## src/rtl/rv64g_l1_pkg.sv

```systemverilog
// rv64g_l1_pkg: shared types and constants for the L1 miss-allocation path.
//   state_e     - allocation FSM state (3-bit encoding)
//   NUM_WAYS    - associativity of the L1 (8)
//   WAY_W       - way index width (3)
//   clog2       - ceiling log2 for elaboration-time widths
//   beat_cnt_w  - grant beat counter width, never narrower than 1 bit
package rv64g_l1_pkg;

    localparam int NUM_WAYS = 8;
    localparam int WAY_W    = 3;

    typedef enum logic [2:0] {
        S_IDLE,
        S_LOOKUP,
        S_WB_REQ,
        S_WB_WAIT,
        S_ACQ_REQ,
        S_GNT,
        S_INSTALL,
        S_RESP
    } state_e;

    function automatic int clog2(input int n);
        int r;
        r = 0;
        for (int i = 0; i < 32; i++)
            if ((1 << r) < n) r++;
        return r;
    endfunction

    // A single-beat line still needs a 1-bit counter to keep the logic legal.
    function automatic int beat_cnt_w(input int beats);
        return (clog2(beats) < 1) ? 1 : clog2(beats);
    endfunction

endpackage

```

## src/rtl/rv64g_l1_alloc_ctrl.sv

```systemverilog
// rv64g_l1_alloc_ctrl: miss-allocation sequencer for the 8-way L1, upstream of the PLRU.
//   Accepts one miss at a time, looks up the PLRU victim, writes it back when dirty,
//   acquires the new line over a multi-beat grant, installs it and touches the PLRU.
//   Hit-path PLRU touches are forwarded whenever the FSM does not own the PLRU port.
// Ports:
//   clk_i, rst_i                       clock, synchronous active-high reset
//   miss_valid_i/miss_ready_o          miss handshake (ready only in IDLE)
//   miss_set_i, miss_tag_i             miss address
//   hit_valid_i, hit_set_i, hit_way_i  hit-path PLRU touch; hit_stall_o when dropped
//   plru_set_o, plru_access_o, plru_way_o  PLRU / tag-array port
//   plru_victim_i, dirty_i             victim and dirty mask for plru_set_o
//   wb_*                               victim writeback request and completion
//   acq_*, gnt_valid_i                 line acquire request and grant beats
//   inst_*                             one-cycle install strobe and target
//   done_o                             one-cycle miss-complete pulse
//   err_o                              sticky watchdog timeout
// Build option: RV64G_L1_ALLOC_TIMEOUT_EN enables a 1023-cycle watchdog on WB_WAIT and GNT;
//   without it err_o is tied low and the waits are unbounded.
module rv64g_l1_alloc_ctrl
    import rv64g_l1_pkg::*;
#(
    parameter int SETS    = 32,
    parameter int INDEX_W = 5,
    parameter int TAG_W   = 20,
    parameter int BEATS   = 4
) (
    input  logic               clk_i,
    input  logic               rst_i,
    input  logic               miss_valid_i,
    output logic               miss_ready_o,
    input  logic [INDEX_W-1:0] miss_set_i,
    input  logic [TAG_W-1:0]   miss_tag_i,
    input  logic               hit_valid_i,
    input  logic [INDEX_W-1:0] hit_set_i,
    input  logic [2:0]         hit_way_i,
    output logic               hit_stall_o,
    output logic [INDEX_W-1:0] plru_set_o,
    output logic               plru_access_o,
    output logic [2:0]         plru_way_o,
    input  logic [2:0]         plru_victim_i,
    input  logic [7:0]         dirty_i,
    output logic               wb_valid_o,
    input  logic               wb_ready_i,
    output logic [INDEX_W-1:0] wb_set_o,
    output logic [2:0]         wb_way_o,
    input  logic               wb_done_i,
    output logic               acq_valid_o,
    input  logic               acq_ready_i,
    output logic [INDEX_W-1:0] acq_set_o,
    output logic [TAG_W-1:0]   acq_tag_o,
    input  logic               gnt_valid_i,
    output logic               inst_valid_o,
    output logic [INDEX_W-1:0] inst_set_o,
    output logic [2:0]         inst_way_o,
    output logic [TAG_W-1:0]   inst_tag_o,
    output logic               done_o,
    output logic               err_o
);

    localparam int CNT_W = beat_cnt_w(BEATS);

    if (SETS > (1 << INDEX_W) || BEATS < 1 || (BEATS & (BEATS - 1)) != 0) begin : g_param_chk
        $error("rv64g_l1_alloc_ctrl: SETS must fit INDEX_W and BEATS must be a power of 2");
    end

    state_e             state_q, state_d;
    logic [INDEX_W-1:0] set_q;
    logic [TAG_W-1:0]   tag_q;
    logic [WAY_W-1:0]   vway_q;
    logic [CNT_W-1:0]   cnt_q;
    logic               last_beat;
    logic               own;
    logic               timeout;

    assign last_beat = gnt_valid_i && (cnt_q == CNT_W'(BEATS - 1));

`ifdef RV64G_L1_ALLOC_TIMEOUT_EN
    logic [9:0] wdog_q;
    logic       err_q;

    assign timeout = (wdog_q == 10'd1023);
    assign err_o   = err_q;

    // Any progress (state change or grant beat) restarts the watchdog.
    always_ff @(posedge clk_i) begin
        if (rst_i) begin
            wdog_q <= '0;
            err_q  <= 1'b0;
        end else begin
            if (timeout) err_q <= 1'b1;
            wdog_q <= (state_d != state_q || (state_q == S_GNT && gnt_valid_i) ||
                       !(state_q inside {S_WB_WAIT, S_GNT})) ? '0 : wdog_q + 10'd1;
        end
    end
`else
    assign timeout = 1'b0;
    assign err_o   = 1'b0;
`endif

    always_comb begin
        state_d = state_q;
        case (state_q)
            S_IDLE:    if (miss_valid_i) state_d = S_LOOKUP;
            S_LOOKUP:  state_d = dirty_i[plru_victim_i] ? S_WB_REQ : S_ACQ_REQ;
            S_WB_REQ:  if (wb_ready_i) state_d = S_WB_WAIT;
            S_WB_WAIT: if (wb_done_i) state_d = S_ACQ_REQ;
            S_ACQ_REQ: if (acq_ready_i) state_d = S_GNT;
            S_GNT:     if (last_beat) state_d = S_INSTALL;
            S_INSTALL: state_d = S_RESP;
            S_RESP:    state_d = S_IDLE;
            default:   state_d = S_IDLE;
        endcase
        if (timeout) state_d = S_IDLE;
    end

    always_ff @(posedge clk_i) begin
        if (rst_i) begin
            state_q <= S_IDLE;
            set_q   <= '0;
            tag_q   <= '0;
            vway_q  <= '0;
            cnt_q   <= '0;
        end else begin
            state_q <= state_d;
            if (state_q == S_IDLE && miss_valid_i) begin
                set_q <= miss_set_i;
                tag_q <= miss_tag_i;
            end
            if (state_q == S_LOOKUP) vway_q <= plru_victim_i;
            if (state_q != S_GNT) cnt_q <= '0;
            else if (gnt_valid_i) cnt_q <= last_beat ? '0 : cnt_q + 1'b1;
        end
    end

    // LOOKUP and INSTALL own the PLRU port; any hit touch then is dropped and must retry.
    assign own           = (state_q == S_LOOKUP) || (state_q == S_INSTALL);
    assign hit_stall_o   = own && hit_valid_i;
    assign plru_set_o    = own ? set_q : hit_set_i;
    assign plru_way_o    = own ? vway_q : hit_way_i;
    assign plru_access_o = (state_q == S_INSTALL) || (!own && hit_valid_i);

    assign miss_ready_o  = (state_q == S_IDLE);
    assign wb_valid_o    = (state_q == S_WB_REQ);
    assign acq_valid_o   = (state_q == S_ACQ_REQ);
    assign inst_valid_o  = (state_q == S_INSTALL);
    assign done_o        = (state_q == S_RESP);

    assign wb_set_o      = set_q;
    assign wb_way_o      = vway_q;
    assign acq_set_o     = set_q;
    assign acq_tag_o     = tag_q;
    assign inst_set_o    = set_q;
    assign inst_way_o    = vway_q;
    assign inst_tag_o    = tag_q;

endmodule

```

## config.mk

```make
export PLATFORM = sky130hd
export DESIGN_NAME = rv64g_l1_alloc_ctrl
export DESIGN_NICKNAME = d
export VERILOG_FILES = /design/src/rtl/rv64g_l1_pkg.sv /design/src/rtl/rv64g_l1_alloc_ctrl.sv
export SDC_FILE = /design/constraint.sdc
export NUM_CORES = 1
export LEC_CHECK = 0
export ABC_AREA = 1
export CORE_AREA = 3 3 81 83
export CTS_BUF_LIST = sky130_fd_sc_hd__clkbuf_16
export DETAILED_ROUTE_END_ITERATION = 6
export DIE_AREA = 0 0 84 86
export PLACE_DENSITY = 0.85
export SLEW_MARGIN = 20
export SYNTH_ARGS = -nofsm -noshare
export SYNTH_HDL_FRONTEND = slang
export SYNTH_SLANG_ARGS = --single-unit
export TNS_END_PERCENT = 10
```

## constraint.sdc

```tcl
create_clock -name clk_i -period 1.2 [get_ports clk_i]
set_input_delay 0.18 -clock clk_i [delete_from_list [all_inputs] [get_ports clk_i]]
set_output_delay 0.18 -clock clk_i [all_outputs]
set_load 0.01 [all_outputs]
```

==> metrics.md, run 1 <==
| Metric | Value |
|---|---|
| Startpoint Class | flop |
| Yosys top cell area share | 33.9% |
| Top-count cell post-synth | nand2_1 |
| CTS tree | done |
| Ratio of cells with drive above 1 in the final layout | 22.6% |
| Minimum clock period | 1.58 ns |
| Initial antenna violation count | 0 |
| Syn-to-layout area delta | 71.9% |
| Gpl congestion | 0.843 |
| Largest net degree at the start of global routing | 31 |
| Antenna viol nets, final | 0 |
| Routed len/inst | 12.9 µm |
| Syn Area/Cell | 7.26 µm² |
| Cell row count | 28 |
| Detailed Routing Iterations Pass 1 | 4 |
| GR Util met3 | 4.71% |
| Layout fillers | 594 |
| Clock Path Buffers | 2 |
| Yosys reg bits | 33 |
| Leading area contributor after synthesis | dfxtp_1 |
| Fmax | 633 MHz |
| CTS Buf Count | 5 |
| PnR Total Power | 0.00655 W |
| Unrepaired setup endpoints after global routing | yes |
| Mapped Cells | 268 |
| Cts hold-fix bufs | 0 |
| Ranking of synthesized cells by area | dfxtp_1 (34%), buf_4 (14%), nand2_1 (9.6%) |
| Max_cap viols | 0 |
| CP required | 1.02 ns |
| Synth unique cells | 27 |
| Die height | 86 µm |
| # setup viols final | 43 |
| Final WL | 6030 µm |
| PwrDens | 1960 nW/µm² |
| Async set-reset flop share out of synthesis | 0% |
| Layout Nets | 445 |
| Synthesized Nets | 321 |
| Ant. Diodes | 0 |
| Sequential share of the synthesized area | 33.9% |
| Critical path endpoint category | primary output |
| Failing checks | negative setup slack |
| Clk slew on worst S/H paths | 0.05 ns |
| Port bufs | 127 |
| CTS root buf | clkbuf_16 |
| Status | finished, violations left |
| Core Area | 5920 µm² |
| Vias in the first global route | 2021 |
| Crit-path max FO | 9 |
| GR Util All Layers | 16.3% |
| Period utilization | 132% |
| Dpl ws | -0.545 ns |
| Starting Density | 32.9% |
| Clock Latency Late Sink | 0.27 ns |
| # DRC | 0 |
| Worst endpoint data arrival time | 1.40 ns |
| Global routing usage on met1 | 18.2% |
| Busiest grt layer | met2 |
| Detailed Place HPWL | 4710 µm |
| Kind of critical path | flop to primary output |
| Most instantiated cells after synthesis | nand2_1 (50), buf_4 (36), dfxtp_1 (33) |
| Pleak | 1.71 nW |
| M2 GR Usage | 30.4% |
| Peak supply drop | 0.00123 V |
| Clock Skew | 0.00306 ns |
| Non-filler cells, final | 468 |
| Chip width | 84 µm |
| First-pass GRT wire length | 9530 µm |
| Via count | 2114 |
| Setup TNS | -8.72 ns |
| Ys Warns | 0 |
| Post-synth EDFFs | 0 |
| Vias/cell | 4.52 |
| Synth Cell Area | 1950 µm² |
| Post-placement cell count | 457 |
| Fin worst setup slack | -0.380 ns |
| Final hold vios | 0 |
| Final Max Slew Viols | 0 |
| Clock H-tree levels | 2 |
| GRT Residual Overflow | 0 |
| Hold Crit Class | flop to flop |
| DIE AREA | 7220 µm² |
| Layout Utilization | 56.5% |
| Synth Flop Type | dfxtp_1 |
| Initial DRC count | 69 |
| Boundary pin count | 129 |
| Clock Sinks | 33 |
## sequential cells by signal, indices dropped and copies added (netlist names)
| name | count |
|---|---|
| acq_tag_o | 20 |
| acq_set_o | 5 |
| inst_way_o | 3 |
| state_q | 3 |
| cnt_q | 2 |
## final timing paths
| path | from | to | slack [ns] | depth (start not counted) |
|---|---|---|---|---|
| setup / recovery | state_q[0] | plru_way_o[2] | -0.38 | 9 |
| hold / removal | acq_tag_o[3] | acq_tag_o[3] | 0.47 | 2 |
| setup reg to reg | state_q[0] | acq_set_o[3] | -0.24 | 7 |
| hold reg to reg | acq_tag_o[3] | acq_tag_o[3] | 0.47 | 2 |
## power by group
part           leakage, nW  internal [W]  switching [W]
clock               0.0687      0.000748       0.000412
combinational         1.37       0.00189        0.00192
sequential           0.272       0.00139       0.000198
total                 1.71       0.00402        0.00253
## layer usage
layer | up-vias | wire length [µm]
met2 | 90 | 3210
met3 | 4 | 412
li1 | 1072 | -
met4 | 0 | 55
met1 | 948 | 2350
met5 | - | 0
## area by class of cell
| cell class | instances | area (µm²) | area share (%) |
|---|---|---|---|
| timing repair buffer | 165 | 1480 | 44.2 |
| sequential | 33 | 667 | 19.9 |
| inverter | 31 | 121 | 3.63 |
| multi-input combinational | 156 | 848 | 25.4 |
| tap | 75 | 93.8 | 2.80 |
| clock buffer | 5 | 125 | 3.74 |
| clock inverter | 3 | 12.5 | 0.374 |
## worst max-delay path, cell delays in order (launching register included)
cell and delay, ns:
dfxtp_2 0.33, inv_4 0.08, nor2_8 0.05, inv_4 0.07, nor2_8 0.04, nor2_4 0.16, buf_12 0.15, nand2_1 0.06
o21ai_2 0.05, buf_2 0.14
## stage by stage
stage	hold WS, ns	cell area [µm²]
finish	0.468	3350
global route	0.490	3350
CTS	0.474	3330
detailed placement	0.470	3260
global placement	0.463	3260
floorplan	0.259	1950
## cell usage in the layout, fill, tap and decap left out, types with 3 or more instances in the layout
cell              n
inv_1            28
a21oi_1          30
nor2_1            6
dfxtp_1          30
o21ai_1           3
o21ai_2          10
buf_4            33
clkdlybuf4s50_1  51
clkdlybuf4s15_1   3
nand2_1          49
nand4_1           4
nand3_1          28
nand2_2           3
o21ai_0           5
nor2_2            3
buf_6             3
buf_2            12
dlygate4sd2_1    59
clkbuf_16         5
## kinds of logic (layout without fill, tap and decap cells)
logic type                 after synthesis  count (layout)  share of synthesized area (%)
buffers and inverters                   79             204                           24.2
adders and majority gates                1               1                          0.643
DFF                                     33              33                           33.9
AOI/OAI and AO/OA                       49              49                           14.2
other                                    1               1                          0.193
muxes                                    1               1                          0.514
and+or+nand+nor                        104             104                           26.4
## what timing repair did
action                                  4_1_cts  5_1_grt
endpoints found under the setup margin      104       50
setup buffers                                 2        0
pin swaps                                     4        0
gates cloned                                  1        0
hold endpoints to repair                      0        0
gates resized for setup                     127        7
(Power assumes the default switching activity.)
==> run 2: changes to the inputs <==
--- a/config.mk
+++ b/config.mk
@@ -6,11 +6,14 @@
 export NUM_CORES = 1
 export LEC_CHECK = 0
 export ABC_AREA = 1
-export CORE_AREA = 3 3 81 83
+export CELL_PAD_IN_SITES_DETAIL_PLACEMENT = 1
+export CELL_PAD_IN_SITES_GLOBAL_PLACEMENT = 2
+export CORE_AREA = 3 3 115 117
 export CTS_BUF_LIST = sky130_fd_sc_hd__clkbuf_16
+export CTS_CLUSTER_DIAMETER = 50
 export DETAILED_ROUTE_END_ITERATION = 6
-export DIE_AREA = 0 0 84 86
-export PLACE_DENSITY = 0.85
+export DIE_AREA = 0 0 118 120
+export PLACE_DENSITY = 0.83
 export SLEW_MARGIN = 20
 export SYNTH_ARGS = -nofsm -noshare
 export SYNTH_HDL_FRONTEND = slang
==> run 2 against run 1 <==
- the run still ends with negative setup slack left
- final area is 4.9% higher
- first-iteration DRC count is 14% lower
- die area is 96% higher
- maximum frequency is 1.5% higher
- largest power group unchanged
- via count is 1.9% higher
- utilization is 28 points lower
- cell count is 21% higher
- register-to-register slack better by 0.11 ns
- total power is 5.5% higher
- sequential cell count stayed put
==> metrics.md, run 2 (synthesis results as in run 1) <==
| Metric | Value |
|---|---|
| Worst reg2reg endpoint | state_q[0] |
| Commonest non-fill, non-tap cell in the layout | clkdlybuf4s50_1 |
| Worst Hold Depth | 3 (+1) |
| Status | finished, violations left |
| PwrDens | 1970 nW/µm² (+0.59%) |
| Dpl ws | -0.571 ns (-0.0264 ns) |
| Chip width | 118 µm (+40%) |
| Ratio of cells with drive above 1 in the final layout | 23.8% (+1.2 points) |
| Final Max Slew Viols | 0 (unchanged) |
| Critical path endpoint category | primary output |
| Initial DRC count | 59 (-14%) |
| Routed len/inst | 12.5 µm (-3.2%) |
| Worst path cell trace | inv_4 > nor2_8 > inv_4 > nor2_8 > nor2_4 > buf_12 > o21ai_2 > buf_2 |
| Peak supply drop | 0.000681 V (-44%) |
| RR Startpoint | state_q[1] |
| Clk slew on worst S/H paths | 0.06 ns (about the same) |
| # setup viols final | 43 (unchanged) |
| First-pass GRT wire length | 11300 µm (+19%) |
| Fmax | 643 MHz (+1.5%) |
| Final hold vios | 0 (unchanged) |
| Syn-to-layout area delta | 80.3% |
| Setup TNS | -6.35 ns (+2.37 ns) |
| Largest net degree at the start of global routing | 21 (-32%) |
| Clock Skew | 0.00685 ns (+0.00379 ns) |
| HP Start | miss_tag_i[16] |
| Minimum clock period | 1.56 ns (-0.0241 ns) |
| Clock Latency Late Sink | 0.28 ns (about the same) |
| CTS tree | done |
| Crit-path max FO | 17 (+8) |
| Cts hold-fix bufs | 0 (unchanged) |
| Detailed Routing Iterations Pass 1 | 3 (-1) |
| Kind of critical path | flop to primary output |
| Slowest stage cell, crit path | dfxtp_2 |
| Hold Crit Class | input port to flop |
| Vias/cell | 3.80 (-16%) |
| Unrepaired setup endpoints after global routing | yes |
| Fin worst setup slack | -0.356 ns (+0.0241 ns) |
| GRT Residual Overflow | 0 (unchanged) |
| Die height | 120 µm (+40%) |
| # DRC | 0 (unchanged) |
| Boundary pin count | 129 (unchanged) |
| Starting Density | 15.6% (-17 points) |
| Clock H-tree levels | 2 (unchanged) |
| Gpl congestion | 0.788 (-6.6%) |
| Initial antenna violation count | 0 (unchanged) |
| Layout Nets | 447 (+0.45%) |
| Max FFs per register | 20 (unchanged) |
| Clock Path Buffers | 2 (unchanged) |
| Port bufs | 127 (unchanged) |
| Period utilization | 130% (-2.0 points) |
| CTS Buf Count | 5 (unchanged) |
| Pleak | 1.69 nW (-1.1%) |
| Largest stage delay on the critical path | 0.35 ns (+0.02 ns) |
| R2r setup slk | -0.13 ns (+0.11 ns) |
| CTS root buf | clkbuf_16 |
| Core Area | 12500 µm² (+110%) |
| Startpoint Class | flop |
| Worst endpoint data arrival time | 1.38 ns (-0.02 ns) |
| Final WL | 7070 µm (+17%) |
| R2r worst-path depth | 8 (+1) |
| Antenna viol nets, final | 0 (unchanged) |
| DIE AREA | 14200 µm² (+96%) |
| Via count | 2155 (+1.9%) |
| CP required | 1.02 ns (about the same) |
| Max_cap viols | 0 (unchanged) |
| Hold Path Sink | acq_tag_o[16] |
| Failing checks | negative setup slack |
| Ant. Diodes | 0 (unchanged) |
| WHS | 0.472 ns (+0.00409 ns) |
| Cell row count | 41 (+46%) |
| Vias in the first global route | 2230 (+10%) |
| GR Util All Layers | 9.74% (-6.5 points) |
| Detailed Place HPWL | 5630 µm (+20%) |
| Clock Sinks | 33 (unchanged) |
| Most frequent cells in the layout | clkdlybuf4s50_1 (51), nand2_1 (50), dlygate4sd2_1 (47), buf_4 (33) |
==> run 2: cell count changes in the layout (fill, tap and decap cells not counted), sizes merged <==
cell	change
clkdlybuf4s15	+9
clkbuf	+3
buf	+2
dlygate4sd2	-12
clkinvlp	+1
bufinv	+1
clkinv	-2
==> run 2: repair_timing <==
action,CTS,global route
setup endpoints to repair,105,57
gates resized for setup,124,28
pin swaps,2,0
buffers inserted,0,3
==> run 2: stage by stage <==
stage,cells,area (µm²),utilization [%],power [W]
2_1_floorplan,268,1950,-,0.00383
3_3_place_gp,556,3390,27.2,0.00563
3_5_place_dp,556,3390,27.2,0.00575
4_1_cts,564,3460,27.7,0.00684
5_1_grt,567,3510,28.2,0.00742
6_report,567,3510,28.2,0.00691
==> run 2: worst max path at each step <==
stage / slack [ns] / from / endpoint
detailed placement: -0.57 / state_q[1] / plru_way_o[0]
global placement: -0.50 / state_q[1] / plru_set_o[1]
global route: -0.44 / state_q[0] / plru_set_o[3]
CTS: -0.38 / state_q[0] / plru_set_o[2]
finish: -0.36 / state_q[0] / plru_set_o[3]
floorplan: -0.11 / state_q[0] / plru_set_o[0]
==> run 2: report_power, final <==
part	total [W]	leakage, nW	switching, W	internal (W)
Clock	0.00150	0.0800	0.000522	0.000983
Combinational	0.00383	1.34	0.00200	0.00183
Sequential	0.00158	0.272	0.000197	0.00139
==> run 2: final cells by class <==
class | count | area, µm²
Clock buffer | 5 | 125
Clock inverter | 3 | 46.3
Fill cell | 1492 | 8960
Inverter | 31 | 121
Multi-Input combinational cell | 156 | 851
Sequential cell | 33 | 667
Tap cell | 172 | 215
Timing Repair Buffer | 167 | 1480
==> run 2: per-layer routing <==
metal  vias up  track usage [%]  wire length, µm
met5         -                0                0
met4         0             2.93               98
met3        11             3.02              528
met2        75             17.7             3610
met1       990             10.9             2830
li1       1079                -                -
==> run 2: worst max-delay path, delay by kind of cell, from the launching register on <==
kind                   cells  cell delay [ns]
AO/OA/AOI/OAI              1             0.12
flip-flops                 1             0.35
buffers and inverters      4             0.40
AND/OR/NAND/NOR            3             0.22
